## src/rtl/gpio_input_filter_if.sv

```systemverilog
// rtl/gpio_input_filter_if.sv - pad/interrupt bundle between pad ring, input filter and core
//
// Purpose: groups the per-pin signals of the GPIO input filter.
// Signals (all WIDTH bits unless noted):
//   pad_in    raw pad levels, asynchronous to the filter clock
//   rise_ie   per-pin rising-edge interrupt enable
//   fall_ie   per-pin falling-edge interrupt enable
//   pend_clr  per-pin one-cycle clear of both pending flags
//   gpio_in   synchronized, debounced pin levels
//   rise_pend sticky rising-edge flags
//   fall_pend sticky falling-edge flags
//   irq       (1 bit) any enabled pending flag
// Modports: master = core/pad side, slave = the filter.

interface gpio_input_filter_if #(
   parameter int WIDTH = 16
);
   logic [WIDTH-1:0] pad_in;
   logic [WIDTH-1:0] rise_ie;
   logic [WIDTH-1:0] fall_ie;
   logic [WIDTH-1:0] pend_clr;
   logic [WIDTH-1:0] gpio_in;
   logic [WIDTH-1:0] rise_pend;
   logic [WIDTH-1:0] fall_pend;
   logic             irq;

   modport master (
      output pad_in, rise_ie, fall_ie, pend_clr,
      input  gpio_in, rise_pend, fall_pend, irq
   );

   modport slave (
      input  pad_in, rise_ie, fall_ie, pend_clr,
      output gpio_in, rise_pend, fall_pend, irq
   );
endinterface

```

## src/rtl/gpio_input_filter.sv

```systemverilog
// rtl/gpio_input_filter.sv - per-pin synchronizer, debouncer and edge-pending flags
//
// Purpose: each pad bit is brought into the clk domain through two flops, then
// accepted as a new level only after DEBOUNCE_CYCLES consecutive synchronized
// samples disagree with the current accepted level. Accepted level changes set
// sticky rise/fall pending flags; irq is the OR of enabled pending flags.
// Ports:
//   clk   single clock, rising edge
//   rstn  asynchronous active-low reset
//   bus   gpio_input_filter_if.slave (pad_in, rise_ie, fall_ie, pend_clr in;
//         gpio_in, rise_pend, fall_pend, irq out)

module gpio_input_filter #(
   parameter int WIDTH           = 16,
   parameter int DEBOUNCE_CYCLES = 16
) (
   input  logic               clk,
   input  logic               rstn,
   gpio_input_filter_if.slave bus
);

   localparam int              CW       = $clog2(DEBOUNCE_CYCLES + 1);
   localparam logic [CW-1:0]   CNT_LAST = CW'(DEBOUNCE_CYCLES - 1);
   localparam logic [CW-1:0]   CNT_ONE  = CW'(1);

   logic [WIDTH-1:0]          sync1_q, sync1_d;
   logic [WIDTH-1:0]          sync2_q, sync2_d;
   logic [WIDTH-1:0]          stable_q, stable_d;
   logic [WIDTH-1:0]          rise_pend_q, rise_pend_d;
   logic [WIDTH-1:0]          fall_pend_q, fall_pend_d;
   logic [WIDTH-1:0][CW-1:0]  cnt_q, cnt_d;

   always_comb begin
      // Plain two-flop chain: nothing sits between sync1 and sync2.
      sync1_d  = bus.pad_in;
      sync2_d  = sync1_q;
      stable_d = stable_q;
      cnt_d    = cnt_q;

      for (int i = 0; i < WIDTH; i++) begin
         if (sync2_q[i] == stable_q[i]) begin
            // Any agreeing sample throws away a partial disagreement run.
            cnt_d[i] = '0;
         end else if (cnt_q[i] >= CNT_LAST) begin
            // This is the DEBOUNCE_CYCLES-th disagreeing sample: accept it.
            stable_d[i] = sync2_q[i];
            cnt_d[i]    = '0;
         end else begin
            cnt_d[i] = cnt_q[i] + CNT_ONE;
         end
      end

      // A new edge wins over a coincident clear so no event is lost.
      rise_pend_d = (rise_pend_q & ~bus.pend_clr) | (stable_d & ~stable_q);
      fall_pend_d = (fall_pend_q & ~bus.pend_clr) | (~stable_d & stable_q);
   end

   always_ff @(posedge clk or negedge rstn) begin
      if (!rstn) begin
         sync1_q     <= '0;
         sync2_q     <= '0;
         stable_q    <= '0;
         cnt_q       <= '0;
         rise_pend_q <= '0;
         fall_pend_q <= '0;
      end else begin
         sync1_q     <= sync1_d;
         sync2_q     <= sync2_d;
         stable_q    <= stable_d;
         cnt_q       <= cnt_d;
         rise_pend_q <= rise_pend_d;
         fall_pend_q <= fall_pend_d;
      end
   end

   assign bus.gpio_in   = stable_q;
   assign bus.rise_pend = rise_pend_q;
   assign bus.fall_pend = fall_pend_q;
   // Only registered flags feed irq, so pads never reach it combinationally.
   assign bus.irq       = |((rise_pend_q & bus.rise_ie) | (fall_pend_q & bus.fall_ie));

endmodule

```

## src/flat_wrapper.sv

```systemverilog
// flat-port wrapper written by rule: the top's interface ports become plain ports
module gpio_input_filter_flat 
#(
   parameter int WIDTH           = 16,
   parameter int DEBOUNCE_CYCLES = 16
)
  (clk, rstn, bus_pad_in, bus_rise_ie, bus_fall_ie, bus_pend_clr, bus_gpio_in, bus_rise_pend, bus_fall_pend, bus_irq);
  gpio_input_filter_if #(.WIDTH(WIDTH)) bus_i ();
  input  logic clk;
  input  logic rstn;
  input wire logic [$bits(bus_i.pad_in)-1:0] bus_pad_in;
  input wire logic [$bits(bus_i.rise_ie)-1:0] bus_rise_ie;
  input wire logic [$bits(bus_i.fall_ie)-1:0] bus_fall_ie;
  input wire logic [$bits(bus_i.pend_clr)-1:0] bus_pend_clr;
  output wire logic [$bits(bus_i.gpio_in)-1:0] bus_gpio_in;
  output wire logic [$bits(bus_i.rise_pend)-1:0] bus_rise_pend;
  output wire logic [$bits(bus_i.fall_pend)-1:0] bus_fall_pend;
  output wire logic [$bits(bus_i.irq)-1:0] bus_irq;
  assign bus_i.pad_in = bus_pad_in;
  assign bus_i.rise_ie = bus_rise_ie;
  assign bus_i.fall_ie = bus_fall_ie;
  assign bus_i.pend_clr = bus_pend_clr;
  assign bus_gpio_in = bus_i.gpio_in;
  assign bus_rise_pend = bus_i.rise_pend;
  assign bus_fall_pend = bus_i.fall_pend;
  assign bus_irq = bus_i.irq;
  gpio_input_filter #(.WIDTH(WIDTH), .DEBOUNCE_CYCLES(DEBOUNCE_CYCLES)) u_core (.clk(clk), .rstn(rstn), .bus(bus_i));
endmodule
```

## config.mk

```make
export PLATFORM = sky130hd
export DESIGN_NAME = gpio_input_filter_flat
export DESIGN_NICKNAME = d
export VERILOG_FILES = /design/src/rtl/gpio_input_filter_if.sv /design/src/rtl/gpio_input_filter.sv /design/src/flat_wrapper.sv
export SDC_FILE = /design/constraint.sdc
export NUM_CORES = 1
export LEC_CHECK = 0
export CORE_MARGIN = 1
export CORE_UTILIZATION = 45
export DETAILED_ROUTE_END_ITERATION = 8
export GPL_TIMING_DRIVEN = 1
export PLACE_DENSITY = 0.7
export SLEW_MARGIN = 0
export SYNTH_ARGS = -nofsm -noshare
export SYNTH_HDL_FRONTEND = slang
export SYNTH_SLANG_ARGS = --single-unit
```

## constraint.sdc

```tcl
create_clock -name clk -period 2.4 [get_ports clk]
set_clock_uncertainty 0.15 [all_clocks]
set_input_delay 0.36 -clock clk [delete_from_list [all_inputs] [get_ports clk]]
set_output_delay 0.36 -clock clk [all_outputs]
set_load 0.02 [all_outputs]
```

==> metrics.yaml <==
grt:
  grt_pass1_wl_mm: 22.3
  track_usage_pct: 19.6
  antenna_found_initial: 0
  grt_pass1_vias: 4810
  grt-ovfl-total: 0
  grt_max_degree: 75
worst_setup_path:
  worst_setup_path_end_kind: "output port"
  worstPathMaxFanout: 2
  r2r_slack_ns: 0.41
  required_ns: 1.89
  cp.arrival_ns: 1.88
  cp-start-kind: "flip-flop"
  critPathKind: "reg2out"
die:
  dieArea_um2: 15100
  die_h_um: 123
  die_w_um: 123
  start_util_pct: 46.7
  io_pins: 115
  num_rows: 43
  core_um2: 14100
drt:
  vias: 4674
  drtAntennaViolNets: 0
  drcViolationCount: 0
  viasPerCell: 5.13
  wl_per_cell_um: 14.7
  wl_mm: 13.4
  drtIter0Drc: 203
  first_pass_iters: 5
timing:
  fmax_mhz: 419
  drv_slew: 0
  setup_viol: 0
  grt_setup_unrepaired: "true"
  tightest_slew_ns: 0.540
  fin_crit_sh_pct: 99.5
  finalWorstPathRequiredPeriod_ns: 2.39
  layout_setup_ws_ns: 0.0117
  timing.slew.headroom_pct: 63.7
  hold_viol: 0
synth:
  yosys.cell_types.count: 24
  yosys.area.top_type_share_pct: 60.9
  synth_top_family_by_area: "simple AND/OR/NAND/NOR gates"
  syn_nets: 649
  synth-edff-count: 0
  synthFlopType: "dfrtp_1"
  synth_seq_area_share_pct: 60.9
  synthXorXnorAreaFrac_pct: 4.26
  synth_compound_area_share_pct: 7.97
  synthArstFlopShare_pct: 100
  synthMuxAreaShare_pct: 1.52
  ys_warn_count: 0
  syn_inst: 551
  yosys-top-cells-area: "dfrtp_1 61%, ha_1 6.1%, inv_1 4.8%"
  synth_simple_gate_area_share_pct: 14.5
  syn_area_per_cell_um2: 11.9
  syn-cell-area_um2: 6580
  yosys.area_share.adder_pct: 6.09
  synth-seq-cells: 160
  synth_area_leader_cell: "dfrtp_1"
run:
  max-cap-violations: 0
place:
  placed_area_um2: 8230
  place_congestion: 0.788
  port_buffers: 114
  dp_slack_ns: -0.435
  placedCellCount: 879
  hpwlAfterDp_mm: 9.94
cts:
  path_clk_slew_ns: 0.06
  worst_skew_pair.late_latency_ns: 0.42
  htree_levels: 4
  clock-sinks: 160
  cts_buffers: 17
  root_buffer: "clkbuf_16"
  cts_tree: "yes"
  clk_path_buf_depth: 2
layout:
  final_common_cell: "dfrtp_1"
  drive_gt1_share_pct: 13.3
  nNetsFinal: 816
  final_cells: 911
  area_growth_pct: 35.3
  antenna_cells: 0
  final_cell_mix: "160 x dfrtp_1, 112 x clkdlybuf4s50_1, 85 x inv_1, 62 x nor2_1"
  design_area_um2: 8900
status:
  status: "completed"
pwr:
  p_per_area_nw_per_um2: 660
  leakage_uw: 0.00414
  irDropWorstVdd_mv: 0.472
hold_path:
  hold_path_class: "reg2reg"
==> state kept, by name (all words and copies together) (netlist names) <==
name and cells:
u_core.cnt_q 80, u_core.bus.fall_pend 16, u_core.bus.gpio_in 16, u_core.sync1_q 16, u_core.bus.rise_pend 16, u_core.sync2_q 16
==> cell families after synthesis <==
family,count (synthesis)
AND/OR/NAND/NOR,162
flip-flops,160
buffers and inverters,85
AO/OA/AOI/OAI,70
XOR/XNOR,32
adder cells (fa/ha/maj),32
multiplexers,10
==> per-layer routing <==
layer | share of wire [%] | global-route usage [%] | vias to the layer above | routed length (um)
met5 | 0 | 0 | - | 0
met4 | 1.2 | 7.62 | 0 | 163
met3 | 4.2 | 4.80 | 16 | 563
met2 | 51 | 33.0 | 112 | 6810
met1 | 44 | 24.2 | 2286 | 5890
li1 | - | - | 2260 | -
==> layout make-up <==
| cell class | instances | area [um2] |
|---|---|---|
| Fill cell | 1076 | 5200 |
| Sequential cell | 160 | 4000 |
| Multi-Input combinational cell | 306 | 2330 |
| Timing Repair Buffer | 148 | 1430 |
| Clock buffer | 21 | 450 |
| Inverter | 85 | 319 |
| Tap cell | 180 | 225 |
| Clock inverter | 11 | 139 |
==> final timing paths <==
kind,depth (start not counted),end,start
max reg2reg,5,u_core.bus.gpio_in[3]$_DFF_PN0_,u_core.cnt_q[15]$_DFF_PN0_
min,0,u_core.sync2_q[14]$_DFF_PN0_,u_core.sync1_q[14]$_DFF_PN0_
max in group asynchronous,3,u_core.bus.gpio_in[8]$_DFF_PN0_,rstn
max,5,bus_irq,u_core.bus.fall_pend[1]$_DFF_PN0_
min reg2reg,0,u_core.sync2_q[14]$_DFF_PN0_,u_core.sync1_q[14]$_DFF_PN0_
min in group asynchronous,2,u_core.cnt_q[13]$_DFF_PN0_,rstn
==> synthesized netlist by cell type, types with 11 or more instances <==
master / instances
inv_1: 85
xnor2_1: 16
a22oi_1: 16
and3_1: 29
dfrtp_1: 160
o32ai_1: 32
xor2_1: 16
nor2_1: 62
nand3_1: 17
a31oi_1: 11
ha_1: 32
==> what timing repair did <==
action	4_1_cts	5_1_grt
hold buffers	1	0
setup buffers	1	0
gates resized for setup	18	4
pin swaps	5	3
setup endpoints to repair	1	1
endpoints found under the hold margin	27	0
==> per-stage QoR <==
step | utilization [%] | total power (uW) | TNS, ns | hold WS [ns]
6_report | 63.1 | 5880 | 0 | 0.197
5_1_grt | 63.1 | 6140 | -0.0589 | 0.205
4_1_cts | 63.0 | 5950 | -0.00835 | 0.200
3_5_place_dp | 58.4 | 3260 | -0.435 | 0.107
3_3_place_gp | 58.4 | 3240 | -0.420 | 0.100
2_1_floorplan | - | 3030 | 0 | -0.0856
==> critical path, cell delays in order, from the launching register on <==
cell and delay, ns:
dfrtp_1 0.40, a22oi_2 0.16, buf_4 0.14, nand4_1 0.09, or4_4 0.52, buf_6 0.15
==> where the power goes <==
group	internal, uW	switching [uW]
clock	1650	1010
combinational	189	152
sequential	2790	81.0
Note: power is estimated with default switching activity, not from simulation.
